==> config.mk <==
export PLATFORM = sky130hd
export DESIGN_NAME = tensor_loader
export DESIGN_NICKNAME = d
export VERILOG_FILES = /design/src/rtl/tensor_loader_pkg.sv /design/src/rtl/tensor_loader_byte_timer.sv /design/src/rtl/tensor_loader.sv
export SDC_FILE = /design/constraint.sdc
export NUM_CORES = 1
export LEC_CHECK = 0
export BUFFER_PORTS_ARGS = -buffer_cell sky130_fd_sc_hd__buf_2
export CAP_MARGIN = 20
export CORE_MARGIN = 5
export CORE_UTILIZATION = 49
export DETAILED_ROUTE_END_ITERATION = 7
export HOLD_SLACK_MARGIN = 0.1
export PLACE_DENSITY_LB_ADDON = 0.2
export SYNTH_ARGS = -nofsm -noshare
export SYNTH_HDL_FRONTEND = slang
export SYNTH_SLANG_ARGS = --single-unit
==> constraint.sdc <==
create_clock -name clk -period 2.1 [get_ports clk]
set_clock_uncertainty 0.05 [all_clocks]
set_input_delay 0.315 -clock clk [delete_from_list [all_inputs] [get_ports clk]]
set_output_delay 0.315 -clock clk [all_outputs]
set_load 0.03 [all_outputs]
==> src/rtl/tensor_loader_pkg.sv <==
// Shared constants and types for the UART tensor loader.
package tensor_loader_pkg;

    localparam logic [7:0] SYNC_BYTE = 8'hA5;

    typedef enum logic [2:0] {
        S_IDLE,
        S_INDEX,
        S_DATA,
        S_CHECK,
        S_DROP
    } state_t;

    function automatic int elems(input int channels, input int size);
        return channels * size * size;
    endfunction

endpackage

==> src/rtl/tensor_loader_byte_timer.sv <==
// Inter-byte idle watchdog; restarts on kick, holds at zero when disabled.
module byte_timer #(
    parameter int TIMEOUT = 1_000_000
) (
    input  logic clk,
    input  logic rst_n,
    input  logic kick,
    input  logic enable,
    output logic expired
);

    localparam int TW = $clog2(TIMEOUT + 1);

    logic [TW-1:0] cnt_q;
    logic [TW-1:0] cnt_d;

    // Fires on the TIMEOUT-th consecutive idle cycle.
    assign expired = enable && !kick && (cnt_q == TW'(TIMEOUT - 1));

    always_comb begin
        cnt_d = cnt_q + 1'b1;
        if (kick || !enable || expired) begin
            cnt_d = '0;
        end
    end

    always_ff @(posedge clk or negedge rst_n) begin
        if (!rst_n) begin
            cnt_q <= '0;
        end else begin
            cnt_q <= cnt_d;
        end
    end

endmodule

==> src/rtl/tensor_loader.sv <==
// Parses framed UART bytes into a tensor buffer and tracks per-tensor
// checksum validity.
module tensor_loader
    import tensor_loader_pkg::*;
#(
    parameter int NUM_INPUTS  = 4,
    parameter int IN_CHANNELS = 1,
    parameter int IN_SIZE     = 4,
    parameter int TIMEOUT     = 1_000_000,
    localparam int ELEMS      = elems(IN_CHANNELS, IN_SIZE),
    localparam int AW         = $clog2(NUM_INPUTS * ELEMS)
) (
    input  logic                  clk,
    input  logic                  rst_n,
    input  logic [7:0]            rx_data,
    input  logic                  rx_valid,
    output logic                  rx_ready,
    output logic                  wr_en,
    output logic [AW-1:0]         wr_addr,
    output logic [7:0]            wr_data,
    output logic [NUM_INPUTS-1:0] valid_mask,
    output logic                  busy,
    output logic                  err
);

    localparam int IDX_W = (NUM_INPUTS > 1) ? $clog2(NUM_INPUTS) : 1;
    localparam int CW    = $clog2(ELEMS + 2);

    state_t                state_q, state_d;
    logic [IDX_W-1:0]      idx_q, idx_d;
    logic [CW-1:0]         cnt_q, cnt_d;
    logic [7:0]            sum_q, sum_d;
    logic [NUM_INPUTS-1:0] valid_mask_q, valid_mask_d;
    logic                  wr_en_q, wr_en_d;
    logic [AW-1:0]         wr_addr_q, wr_addr_d;
    logic [7:0]            wr_data_q, wr_data_d;
    logic                  err_q, err_d;
    logic                  acc;
    logic                  expired;

    assign rx_ready   = rst_n;
    assign acc        = rx_valid && rx_ready;
    assign wr_en      = wr_en_q;
    assign wr_addr    = wr_addr_q;
    assign wr_data    = wr_data_q;
    assign valid_mask = valid_mask_q;
    assign err        = err_q;
    assign busy       = (state_q != S_IDLE);

    byte_timer #(
        .TIMEOUT (TIMEOUT)
    ) u_timer (
        .clk     (clk),
        .rst_n   (rst_n),
        .kick    (acc),
        .enable  (state_q != S_IDLE),
        .expired (expired)
    );

    always_comb begin
        state_d      = state_q;
        idx_d        = idx_q;
        cnt_d        = cnt_q;
        sum_d        = sum_q;
        valid_mask_d = valid_mask_q;
        wr_en_d      = 1'b0;
        wr_addr_d    = wr_addr_q;
        wr_data_d    = wr_data_q;
        err_d        = 1'b0;

        if (expired) begin
            state_d = S_IDLE;
            err_d   = 1'b1;
        end else if (acc) begin
            unique case (state_q)
                S_IDLE: begin
                    if (rx_data == SYNC_BYTE) begin
                        state_d = S_INDEX;
                    end
                end
                S_INDEX: begin
                    cnt_d = '0;
                    if (32'(rx_data) < 32'(NUM_INPUTS)) begin
                        valid_mask_d[rx_data[IDX_W-1:0]] = 1'b0;
                        idx_d   = rx_data[IDX_W-1:0];
                        sum_d   = '0;
                        state_d = S_DATA;
                    end else begin
                        err_d   = 1'b1;
                        state_d = S_DROP;
                    end
                end
                S_DATA: begin
                    wr_en_d   = 1'b1;
                    wr_addr_d = AW'(idx_q) * AW'(ELEMS) + AW'(cnt_q);
                    wr_data_d = rx_data;
                    sum_d     = sum_q + rx_data;
                    cnt_d     = cnt_q + 1'b1;
                    if (cnt_q == CW'(ELEMS - 1)) begin
                        state_d = S_CHECK;
                    end
                end
                S_CHECK: begin
                    if (rx_data == sum_q) begin
                        valid_mask_d[idx_q] = 1'b1;
                    end else begin
                        err_d = 1'b1;
                    end
                    state_d = S_IDLE;
                end
                S_DROP: begin
                    // Swallows the data bytes plus the checksum.
                    cnt_d = cnt_q + 1'b1;
                    if (cnt_q == CW'(ELEMS)) begin
                        state_d = S_IDLE;
                    end
                end
                default: state_d = S_IDLE;
            endcase
        end
    end

    always_ff @(posedge clk or negedge rst_n) begin
        if (!rst_n) begin
            state_q      <= S_IDLE;
            idx_q        <= '0;
            cnt_q        <= '0;
            sum_q        <= '0;
            valid_mask_q <= '0;
            wr_en_q      <= 1'b0;
            wr_addr_q    <= '0;
            wr_data_q    <= '0;
            err_q        <= 1'b0;
        end else begin
            state_q      <= state_d;
            idx_q        <= idx_d;
            cnt_q        <= cnt_d;
            sum_q        <= sum_d;
            valid_mask_q <= valid_mask_d;
            wr_en_q      <= wr_en_d;
            wr_addr_q    <= wr_addr_d;
            wr_data_q    <= wr_data_d;
            err_q        <= err_d;
        end
    end

endmodule

### Word level (Yosys, flattened, before mapping)

Index checks and enable logic that the tools add are counted.

* register bits: 58
* bits in latches: 0
* RAM bits: 0
* bits in read-only memories: 0
* input bits: 11
* output and inout port bits: 22
* word-level logic and storage cells: 85
* memories: 0

* add/subtract/negate cells: 4
* $mul: 0
* div/mod/pow operators: 0
* $lt $le $gt $ge: 5
* eq/ne operators: 14
* shift-type cells: 0
* mux-type cells: 26
* bitwise logic cells: 4
* reduce and logical (&&, ||, !) cells: 22

Operators with widths (count)
* adder 20 x 1 -> 20 bit, second input constant: 1
* == test 20 bit, second input constant: 1
* 2-to-1 mux 20 bit: 1
* 2-to-1 mux 3 bit: 6
* one-hot mux 8 bit (2 select lines): 1
* one-hot mux 3 bit (4 select lines): 1
* AND reduction 4 bit: 3
* one-hot mux 5 bit (2 select lines): 1
* 2-to-1 mux 1 bit: 9
* inequality test 3 x 2 -> 1 bit, second input constant: 3
* adder 8 bit: 1
* == test 8 bit: 1
* == test 8 bit, second input constant: 1
* less-than comparator 8 x 3 -> 1 bit, second input constant: 1
* 2-to-1 mux 4 bit: 2
* 2-to-1 mux 8 bit: 1
* one-hot mux 4 bit (2 select lines): 1
* nonzero test 2 bit: 4
* adder 6 x 5 -> 6 bit: 1
* == test 3 x 2 -> 1 bit, second input constant: 2
* less-than comparator 2 x 3 -> 1 bit, second input constant: 2
* AND reduction 3 bit: 2
* adder 5 x 1 -> 5 bit, second input constant: 1
* == test 5 x 4 -> 1 bit, second input constant: 1
* other kinds (18): 27

### Longest topological paths before layout

* depth after elaboration: 8
* gate-level depth with buffers: 8
* depth with buffers taken out: 8

### Cells and area by module

Synthesis repeated with hierarchy kept, for this count alone.

* cell total of the unflattened synthesis: 346
* area total of the unflattened synthesis: 3204.3 um2

Modules (own cells, without submodules)
* tensor_loader: times used 1, cells an instance 237, area each 2177.1 um2, seq. area each 950.9 um2
* byte_timer: times used 1, cells an instance 109, area each 1027.2 um2, seq. area each 500.5 um2

### Least setup slack after synthesis

OpenSTA, ideal clock, no wires.

* path kind: input to register
* from: input rx_data[6]
* to: register valid_mask_q[0], in the netlist valid_mask[0]
* setup time: 121 ps
* arrival time: 1900 ps
* required time: 1929 ps
* setup slack: 28 ps
* cell stages on the path: 5
* buffers on the path: 0
* cells stage by stage: or3_1 > or3_4 > a211o_1 > o31a_1 > o22a_1

* cells in the longest elaborated chain, start to end: 3
* elaborated cells on any way between the ends: 5
* classes of those cells: 1 x order compare; 3 x eq/ne; 1 x reduce/logical

Ends and longest elaborated chain
* start, declared: RTL line tensor_loader.sv:15 `input logic [7:0] rx_data,`
* less-than comparator 8 x 3 -> 1 bit or == test 8 bit (tied branches): RTL line tensor_loader.sv:83, tensor_loader.sv:104
* inequality test 2 bit (no line)
* AND reduction 5 bit (no line) *
* end signal, assigned: RTL line tensor_loader.sv:139 `valid_mask_q <= valid_mask_d;`
* end, declared: RTL line tensor_loader.sv:33 `logic [NUM_INPUTS-1:0] valid_mask_q, valid_mask_d;`

Mark *: on every way between the ends. The rest lies on a longest branch, timed or not.
A chain may end at the register's enable or synchronous reset.

### Final worst setup path

* from: register sum_q[0]
* to: register sum_q[6]

* cells in the longest elaborated chain, start to end: 2

Ends and longest elaborated chain
* start, declared: RTL line tensor_loader.sv:32 `logic [7:0] sum_q, sum_d;`
* start signal, assigned: RTL line tensor_loader.sv:138 `sum_q <= sum_d;`
* adder 8 bit: RTL line tensor_loader.sv:97 `sum_d = sum_q + rx_data;`
* one-hot mux 8 bit (2 select lines): RTL line tensor_loader.sv:75 `unique case (state_q)`

No other way between the ends.

==> results.ini <==
[power]
p_leak_nw=1.85
peakVddDrop_mv=0.551
power_density_nw_per_um2=729
total_power_mw=2.93

[floorplanning]
die_h_um=91.0
core_sq_um=6350
dieArea_sq_um=8280
fp.dieW_um=91.0
io_pins=33
start_util_pct=50.6
num_rows=29

[sta]
fmax_mhz=495
drv_slew=0
relSlewSlack_pct=55.7
timing.final.hold_violations=0
tightest_slew_ns=0.665
holdWs_ns=0.171
tns_ns=0
finalCriticalPeriod_ns=2.02
setup_viol=0
setup_slack_ns=0.0783
min_period_over_period_pct=96.3

[clock_tree]
cts.clk_slew.worst_paths_ns=0.07
clockRootBuffer=clkbuf_8
htree_levels=3
clock-sinks=58
cts_made_buffers=9
cts_tree=built
clockBufferDepth=2
insertion_delay_ns=0.33

[global_route]
grt.met1_usage_pct=27.7
grt_pass1_vias=2777
met3_usage_pct=4.63
grt_max_degree=52
grt_util_all_layers_pct=19.4
antenna_found_initial=0
grtUsageMet2_pct=29.0
grt_pass1_wl_um=13100
grt.overflow.total=0
grt_busiest_layer=met2

[worst_setup_path]
r2r-start=sum_q[0]$_DFFE_PN0P_
timing.rr.end=sum_q[6]$_DFFE_PN0P_
crit_required_ns=2.26
critPathCapture=sum_q[6]$_DFFE_PN0P_
criticalPathCategory=reg2reg
r2r_slack_ns=0.08
ff2ff_path_depth=7
critPathCaptureType=flop
worstSetupStartpointType=flop
arrival_ns=2.18
cp_max_fo=2
startpoint=sum_q[0]$_DFFE_PN0P_

[synth]
ys_ff_latch=58
postSynthAreaPerCell_sq_um=9.03
synth_edf_count=0
synthArstFlopShare_pct=100
ys.flop_type=dfrtp_1
netlist_area_sq_um=3210
ys.warnings.count=0
syn_inst=356
synth_fp_nets=380
synthDistinctLibCells=54
ys_seq_area_share_pct=45.2

[routing]
wirelength_um=7820
drt-initial-drc-count=214
drtPass1Iterations=4
wl_per_cell_um=15.4
post-route-drc-count=0
drtAntennaViolNets=0
via_per_inst=5.60
vias=2839

[cells_and_area]
n_fill_cell=534
design_area_sq_um=4020
final_common_cell=nand2_1
areaGrowthSynthToFinish_pct=25.0
insertedDiodeCount=0
final_cell_mix=62 x nand2_1, 58 x dfrtp_1, 39 x nor2_1, 39 x buf_4, 32 x buf_2
nets=449
drive_gt1_share_pct=25.3

[placed_design]
dpl-instance-area_sq_um=3700
hpwlAfterDp_um=5440
io_buffers=32
pre_cts_ws_ns=-0.0975
routabilityCongestion=0.825

[flow_run]
cap_violations=0

[worst_hold_path]
hold_path.class=in2reg

[status]
status=complete, no violations

worst min path at each step:
| stage | to | cells after the start | slack, ns | start |
|---|---|---|---|---|
| 5_1_grt | wr_data[3]$_DFFE_PN0P_ | 3 | 0.19 | rx_data[3] |
| 6_report | wr_data[3]$_DFFE_PN0P_ | 3 | 0.17 | rx_data[3] |
| 3_3_place_gp | state_q[0]$_DFFE_PN0P_ | 2 | 0.23 | rst_n |
| 4_1_cts | wr_data[6]$_DFFE_PN0P_ | 3 | 0.15 | rx_data[6] |
| 3_5_place_dp | state_q[2]$_DFFE_PN0P_ | 2 | 0.23 | rst_n |
| 2_1_floorplan | cnt_q[0]$_DFFE_PN0P_ | 0 | -0.03 | rst_n |
flip-flops by register name, indices dropped and copies added, names as in the netlist:
signal and cells:
wr_data 8, cnt_q 5, wr_addr 6, u_timer.cnt_q 20
valid_mask 4, wr_en 1, sum_q 8, state_q 3
err 1, idx_q 2
cell families (layout without fill, tap and decap cells):
logic type,Yosys count,count (layout),share of synthesized area (%)
mux,5,5,1.71
buf+inv,25,99,3.04
simple gates,173,173,25.9
fa+ha+maj,13,13,5.29
xor+xnor,24,24,6.54
compound gates,58,58,12.3
flops,58,58,45.2
critical path, cell delays in order, from the launching register on:
cell and delay [ns]:
dfrtp_1 0.41, ha_4 0.18, fa_1 0.42, a21o_1 0.18, a21oi_1 0.19, o21ai_0 0.12, a221oi_1 0.25, nand3_1 0.10
power by group:
part	switching, mW	total (mW)	internal (mW)	leakage (nW)
registers	0.0686	1.25	1.18	0.799
logic	0.451	0.749	0.298	0.967
clock network	0.473	0.932	0.459	0.0847
total	0.993	2.93	1.94	1.85
per-layer routing:
| metal | share of wire (%) | wire [um] |
|---|---|---|
| met1 | 49 | 3850 |
| met2 | 45 | 3520 |
| met3 | 4.1 | 319 |
| met4 | 1.5 | 121 |
| met5 | 0 | 0 |
final cells by class:
type	count	area (sq um)	area share [%]
clock buffers	10	138	3.43
clock inverters	6	41.3	1.03
inverters	11	41.3	1.03
multi-input cells	273	1790	44.5
flip-flops and latches	58	1450	36.1
well taps	77	96.3	2.40
repair buffers	72	463	11.5
through the flow:
stage          utilization (%)  std cells
3_3_place_gp              58.3        489
3_5_place_dp              58.3        489
4_1_cts                   61.6        507
2_1_floorplan                -        356
6_report                  63.3        507
5_1_grt                   63.3        507
cells in the mapped netlist, types with 2 or more instances:
cell / number / share of area, %
a31oi_1: 4 / 0.78
inv_1: 10 / 1.2
nor3_1: 11 / 1.7
nand3_1: 15 / 2.3
nand2_1: 63 / 7.4
dfrtp_1: 58 / 45
or3_4: 2 / 0.70
ha_1: 12 / 4.7
o2bb2ai_1: 2 / 0.55
nand2b_1: 4 / 0.78
mux2_2: 4 / 1.4
o311ai_0: 2 / 0.55
nor4_1: 5 / 0.97
o22ai_1: 5 / 0.97
and4_1: 3 / 0.82
o2111ai_1: 2 / 0.55
nand4_1: 7 / 1.4
and2_1: 3 / 0.58
nor2_1: 40 / 4.7
a211oi_1: 3 / 0.70
a22o_1: 3 / 0.82
o21ai_0: 15 / 2.3
xnor2_1: 16 / 4.4
or3_1: 2 / 0.39
nor3b_1: 3 / 0.70
a21oi_1: 7 / 1.1
a21o_1: 2 / 0.47
nor4b_1: 3 / 0.82
xor2_1: 8 / 2.2
clkbuf_1: 13 / 1.5
and3_1: 6 / 1.2
repair_timing:
action	4_1_cts	5_1_grt
setup endpoints to repair	2	12
cloned	0	0
hold endpoints to repair	7	0
gates resized for setup	2	14
buffers inserted	1	0
pin swaps	2	4
hold buffers	1	0
Note: power is estimated with default switching activity, not from simulation.
